--- src/rtl/dsp_cfg_bl_wl_programmer.sv ---
`timescale 1ns/1ps
`default_nettype none
// ============================================================================
// dsp_cfg_bl_wl_programmer : streams an 85-bit mode word in over a byte
// handshake and writes it bit-serially into the tile's RS-latch bank.
// Revision 1.0
// ============================================================================
module dsp_cfg_bl_wl_programmer #(
    parameter int NUM_BITS = 85,
    parameter int DATA_W   = 8,
    parameter int WL_PULSE = 2
) (
    input  logic                prog_clk,
    input  logic                global_resetn,
    input  logic                cfg_start,
    input  logic                cfg_abort,
    input  logic [DATA_W-1:0]   cfg_data,
    input  logic                cfg_valid,
    output logic                cfg_ready,
    output logic [NUM_BITS-1:0] bl,
    output logic [NUM_BITS-1:0] wl,
    output logic                busy,
    output logic                done
);

    localparam int NUM_BYTES = (NUM_BITS + DATA_W - 1) / DATA_W;
    localparam int SR_W      = NUM_BYTES * DATA_W;
    localparam int IDX_W     = $clog2(NUM_BITS);
    localparam int BYTE_W    = $clog2(NUM_BYTES + 1);
    localparam int PCNT_W    = (WL_PULSE > 1) ? $clog2(WL_PULSE) : 1;

    localparam logic [IDX_W-1:0]  LAST_IDX  = IDX_W'(NUM_BITS - 1);
    localparam logic [BYTE_W-1:0] LAST_BYTE = BYTE_W'(NUM_BYTES - 1);
    localparam logic [PCNT_W-1:0] LAST_PCNT = PCNT_W'(WL_PULSE - 1);

    localparam logic [2:0] S_IDLE  = 3'd0;
    localparam logic [2:0] S_LOAD  = 3'd1;
    localparam logic [2:0] S_SETUP = 3'd2;
    localparam logic [2:0] S_PULSE = 3'd3;
    localparam logic [2:0] S_HOLD  = 3'd4;

    logic [2:0]          state_q,    state_d;
    logic [SR_W-1:0]     sr_q,       sr_d;
    logic [BYTE_W-1:0]   byte_cnt_q, byte_cnt_d;
    logic [IDX_W-1:0]    idx_q,      idx_d;
    logic [PCNT_W-1:0]   pcnt_q,     pcnt_d;
    logic [NUM_BITS-1:0] bl_q,       bl_d;
    logic [NUM_BITS-1:0] wl_q,       wl_d;
    logic                done_q,     done_d;

    always_comb begin
        state_d    = state_q;
        sr_d       = sr_q;
        byte_cnt_d = byte_cnt_q;
        idx_d      = idx_q;
        pcnt_d     = pcnt_q;
        done_d     = 1'b0;

        if (cfg_abort) begin
            state_d = S_IDLE;
        end else begin
            case (state_q)
                S_IDLE: begin
                    if (cfg_start) begin
                        state_d    = S_LOAD;
                        byte_cnt_d = '0;
                        sr_d       = '0;
                    end
                end
                S_LOAD: begin
                    // Bytes enter at the top so byte 0 ends up at bit 0;
                    // overflow bits of the final byte land above NUM_BITS.
                    if (cfg_valid) begin
                        sr_d       = {cfg_data, sr_q[SR_W-1:DATA_W]};
                        byte_cnt_d = byte_cnt_q + BYTE_W'(1);
                        if (byte_cnt_q == LAST_BYTE) begin
                            state_d = S_SETUP;
                            idx_d   = '0;
                        end
                    end
                end
                S_SETUP: begin
                    state_d = S_PULSE;
                    pcnt_d  = '0;
                end
                S_PULSE: begin
                    if (pcnt_q == LAST_PCNT) begin
                        state_d = S_HOLD;
                    end else begin
                        pcnt_d = pcnt_q + PCNT_W'(1);
                    end
                end
                S_HOLD: begin
                    if (idx_q == LAST_IDX) begin
                        state_d = S_IDLE;
                        done_d  = 1'b1;
                    end else begin
                        idx_d   = idx_q + IDX_W'(1);
                        state_d = S_SETUP;
                    end
                end
                default: state_d = S_IDLE;
            endcase
        end

        // bl only moves on SETUP entry, where wl is already low.
        bl_d = bl_q;
        if (state_d == S_IDLE) begin
            bl_d = '0;
        end else if (state_d == S_SETUP) begin
            bl_d = {{(NUM_BITS-1){1'b0}}, sr_d[idx_d]} << idx_d;
        end

        wl_d = '0;
        if (state_d == S_PULSE) begin
            wl_d = {{(NUM_BITS-1){1'b0}}, 1'b1} << idx_d;
        end
    end

    always_ff @(posedge prog_clk or negedge global_resetn) begin
        if (!global_resetn) begin
            state_q    <= S_IDLE;
            sr_q       <= '0;
            byte_cnt_q <= '0;
            idx_q      <= '0;
            pcnt_q     <= '0;
            bl_q       <= '0;
            wl_q       <= '0;
            done_q     <= 1'b0;
        end else begin
            state_q    <= state_d;
            sr_q       <= sr_d;
            byte_cnt_q <= byte_cnt_d;
            idx_q      <= idx_d;
            pcnt_q     <= pcnt_d;
            bl_q       <= bl_d;
            wl_q       <= wl_d;
            done_q     <= done_d;
        end
    end

    assign cfg_ready = (state_q == S_LOAD);
    assign busy      = (state_q != S_IDLE);
    assign bl        = bl_q;
    assign wl        = wl_q;
    assign done      = done_q;

endmodule
`default_nettype wire

--- config.mk ---
export PLATFORM = sky130hd
export DESIGN_NAME = dsp_cfg_bl_wl_programmer
export DESIGN_NICKNAME = d
export VERILOG_FILES = /design/src/rtl/dsp_cfg_bl_wl_programmer.sv
export SDC_FILE = /design/constraint.sdc
export NUM_CORES = 1
export LEC_CHECK = 0
export CAP_MARGIN = 30
export CORE_MARGIN = 2
export CORE_UTILIZATION = 55
export DETAILED_ROUTE_END_ITERATION = 6
export DONT_BUFFER_PORTS = 1
export PLACE_DENSITY_LB_ADDON = 0.12
export SYNTH_ARGS = -nofsm -noshare
export SYNTH_HDL_FRONTEND = slang
export SYNTH_SLANG_ARGS = --single-unit
--- constraint.sdc ---
create_clock -name prog_clk -period 3.6 [get_ports prog_clk]
set_input_delay 0.36 -clock prog_clk [delete_from_list [all_inputs] [get_ports prog_clk]]
set_output_delay 0.36 -clock prog_clk [all_outputs]
set_load 0.005 [all_outputs]
==> results summary <==
The flow ran to the end, but the final reports show violations. The checks that failed: negative hold slack. The share of total power dissipated in sequential elements is 0.503. The tree built by TritonCTS fans out to 274 sinks. The final estimated routing congestion in global placement is 0.837.

The mean instance size in the synthesized netlist came out at 11.9 um2. The pin count of the biggest net entering global routing is 275. For this run the aggregate overflow at the end of global routing stands at 0. The share of the synthesized netlist area taken by xor and xnor gates came out at 0.00159. Detailed routing inserted a total of 7518 vias. In the global route stage, overall resource usage came out at 0.265. Clock latency on the worst-skew pair, taken at its later pin, is 550 ps.

The first-pass GRT wire length is 44600 um. The fraction of the yosys area taken by sequential cells came out at 0.623. In this run, synthesis inferred 0 flip-flops with an integrated enable. The routed design has 27900 um of wire. The worst setup path is of the register to register kind.

The number of nets in the synthesized netlist is 946. Once layout is complete, the utilization of the core stands at 0.635. The first-iteration detailed-routing DRC count is 533.

The die covers 0.0212 mm2. The share of flip-flops with an asynchronous set or reset after synthesis is 1.00. The sum of negative setup slack is 0 ps. The first TritonRoute pass finished after 5 iterations. The number of CTS-inserted buffers is 28. In the final layout, the share of cells above drive strength 1 is 0.112. Across all hold checks on the routed design, the worst slack comes to -487 ps. The simple-gate share of the synthesized area is 0.126. The detailed placement HPWL came out at 18800 um. The yosys synthesis warning count is 0. The number of diodes came out at 0. The number of pins exceeding their max-slew limit in the final report came out at 0. The initial core utilization is 0.564.

The fraction of post-synthesis cell area in the top cell type by area came out at 0.623. The mux cell area share after synthesis came out at 0.0433. The deepest clock path buffer count is 3.

The clock arrives with 13.2 ps of skew. The core box area is 0.0195 mm2. The number of cells after detailed placement came out at 1165. The CTS tree is built.

By area, the combinational part of the netlist is dominated by compound AO/OA/AOI/OAI gates. After the last flow step, the layout net total stands at 955. Clock tree synthesis selected as its root buffer the cell sky130_fd_sc_hd__clkbuf_16. The total DRC errors in the routed layout came out at 0. The final critical-path share of the clock period is 0.906. The leakage power summed over all cells is 5.79 nW. The number of buffers inserted by hold repair at cts is 8.

The worst-case IR drop observed on VDD is 0.312 mV. The worst setup slack after placement came out at 390 ps. The total power density per cell area came out at 501 mW/mm2. The final hold violation count came to 274. Of the total power, the clock network draws 0.471. The largest total area in the synthesized netlist belongs to sky130_fd_sc_hd__dfrtp_1.

STA classifies the critical path startpoint as a register. The post-cts gate resize count is 0. The worst endpoint required time came out at 4080 ps.

The library cell used most frequently in the layout, excluding fill and tap cells, is sky130_fd_sc_hd__dfrtp_1. The peak clock frequency supported by timing is 307 MHz. The number of routed nets with antenna violations came out at 0. The number of antenna violations at the first check in global routing came out at 0. The max-slew headroom at the worst pin came out at 0.465. The internal portion of the total power is 4.91 mW. After layout, the worst setup slack is 338 ps. Row generation in the floorplan step produced 51 rows. Ranked by total cell area, the synthesized netlist is headed by sky130_fd_sc_hd__dfrtp_1, sky130_fd_sc_hd__a22o_1, sky130_fd_sc_hd__nor2_1. The average wire length per cell after detail routing came out at 22.8 um. STA classifies the critical path endpoint as a register. The number of cells produced by synthesis is 929.

The number of cells in the finished layout apart from fillers is 1222. The switching part of the total power is 0.210. The total number of H-tree levels is 1. Setup repair after global routing left no endpoint under its margin. The layout overhead on the synthesized area came out at 12.5%. The via count of the first global-routing pass came out at 7573. The worst path needs 3260 ps of the cycle, external delays included. With fillers left out, the area of the finished cells amounts to 0.0124 mm2. The design draws 6.21 mW. 186 I/O pins were placed. The fraction of the mapped netlist area in adder cells is 0.00454. The max-cap violation count is 0. The count of state elements after synthesis is 274. The horizontal die dimension came out at 145 um. The clock transition time at the flip-flop clock pins of the worst setup and hold paths is 60 ps. The arrival time of the worst setup path is 3740 ps. The largest fanout of any net on the critical path came out at 18.

The area of placed instances is 0.0114 mm2. Setup violations remaining at the end of the flow were counted as 0. The number of setup buffers added after CTS is 0.

The share of total power dissipated in combinational logic is 0.026. The routed via count divided by cell count is 6.15. Buffers placed on the I/O ports in this run total 0. The netlist area before placement came out at 0.0110 mm2.

The net switching power came out at 1.30 mW. The post-synthesis compound-gate area fraction is 0.167. The most common flop cell mapped by yosys is sky130_fd_sc_hd__dfrtp_1. The count of cell types in the netlist is 66.

The pin slew with the least headroom to its limit is 793 ps. Leaving out fill and tap cells, the most frequent cells in the layout are sky130_fd_sc_hd__dfrtp_1, sky130_fd_sc_hd__nor2_1, sky130_fd_sc_hd__a22o_1, sky130_fd_sc_hd__nand2_1, sky130_fd_sc_hd__mux2i_1. The die boundary height is 145 um. The min-delay analysis places its worst path in the category input pin to asynchronous set/reset pin.
state kept, by name (all words and copies together) (netlist names):
| register | count |
|---|---|
| idx_q | 7 |
| done | 1 |
| pcnt_q | 1 |
| byte_cnt_q | 4 |
| sr_q | 88 |
| state_q | 3 |
| bl | 85 |
| wl | 85 |
synthesized netlist by cell type, types with 3 or more instances:
master                     count
sky130_fd_sc_hd__a211oi_1      3
sky130_fd_sc_hd__a21oi_1       5
sky130_fd_sc_hd__a22o_1      136
sky130_fd_sc_hd__a22oi_1       3
sky130_fd_sc_hd__a31oi_1       4
sky130_fd_sc_hd__a32o_1        5
sky130_fd_sc_hd__and2_1        3
sky130_fd_sc_hd__and3_1        3
sky130_fd_sc_hd__and4b_1       3
sky130_fd_sc_hd__buf_2        23
sky130_fd_sc_hd__buf_4        13
sky130_fd_sc_hd__clkbuf_1     25
sky130_fd_sc_hd__dfrtp_1     274
sky130_fd_sc_hd__ha_1          4
sky130_fd_sc_hd__inv_1         9
sky130_fd_sc_hd__mux2i_1      44
sky130_fd_sc_hd__nand2_1      77
sky130_fd_sc_hd__nand2b_1      6
sky130_fd_sc_hd__nand3_1       7
sky130_fd_sc_hd__nand4_1       4
sky130_fd_sc_hd__nor2_1      147
sky130_fd_sc_hd__nor2b_1       5
sky130_fd_sc_hd__nor3_1       27
sky130_fd_sc_hd__o211ai_1      3
sky130_fd_sc_hd__o21ai_0      28
sky130_fd_sc_hd__o21ai_2       4
sky130_fd_sc_hd__o31ai_1       7
sky130_fd_sc_hd__or3_1         4
cell type report:
cell class / instances / area, um2
clock buffers: 38 / 788
clock inverters: 11 / 159
fillers: 1513 / 7130
inverters: 10 / 37.5
multi-input cells: 579 / 3780
flip-flops and latches: 274 / 6860
well taps: 265 / 332
repair buffers: 45 / 443
per-layer routing:
layer / vias to the layer above / track usage / share of wire
met5: - / 0 / 0
met4: 0 / 0.0686 / 0.020
met3: 40 / 0.0658 / 0.074
met2: 300 / 0.428 / 0.48
met1: 3830 / 0.363 / 0.43
li1: 3348 / - / -
logic make-up after synthesis:
logic type                 Yosys count
and+or+nand+nor                    304
DFF                                274
AOI/OAI and AO/OA                  222
buffers and inverters               76
muxes                               47
adders and majority gates            4
xor gates and xnor gates             2
power groups by stage:
stage	sequential (mW)	clock, mW	combinational [mW]
2_1_floorplan	3.17	0	0.121
3_3_place_gp	3.18	0	0.150
3_5_place_dp	3.18	0	0.152
4_1_cts	3.13	2.96	0.161
5_1_grt	3.13	3.12	0.177
6_report	3.13	2.93	0.161
final timing paths:
check / startpoint / end / slack, ps / depth (start not counted)
max: state_q[2] / bl[56] / 340 / 8
min: global_resetn / byte_cnt_q[1] / -490 / 0
max reg2reg: state_q[2] / bl[56] / 340 / 8
min reg2reg: bl[47] / bl[47] / 510 / 2
max in group asynchronous: global_resetn / sr_q[41] / 3410 / 0
min in group prog_clk: cfg_data[6] / sr_q[86] / 40 / 1
critical path, cell delays in order, from the launching register on:
cell and delay [ps]:
sky130_fd_sc_hd__dfrtp_1 530, sky130_fd_sc_hd__or3b_1 530, sky130_fd_sc_hd__nor4_1 400, sky130_fd_sc_hd__or3_4 370, sky130_fd_sc_hd__mux2_2 380, sky130_fd_sc_hd__o211ai_2 150
sky130_fd_sc_hd__or3b_4 450, sky130_fd_sc_hd__o21bai_4 230, sky130_fd_sc_hd__o21ai_2 150
Note: power is estimated with default switching activity, not from simulation.
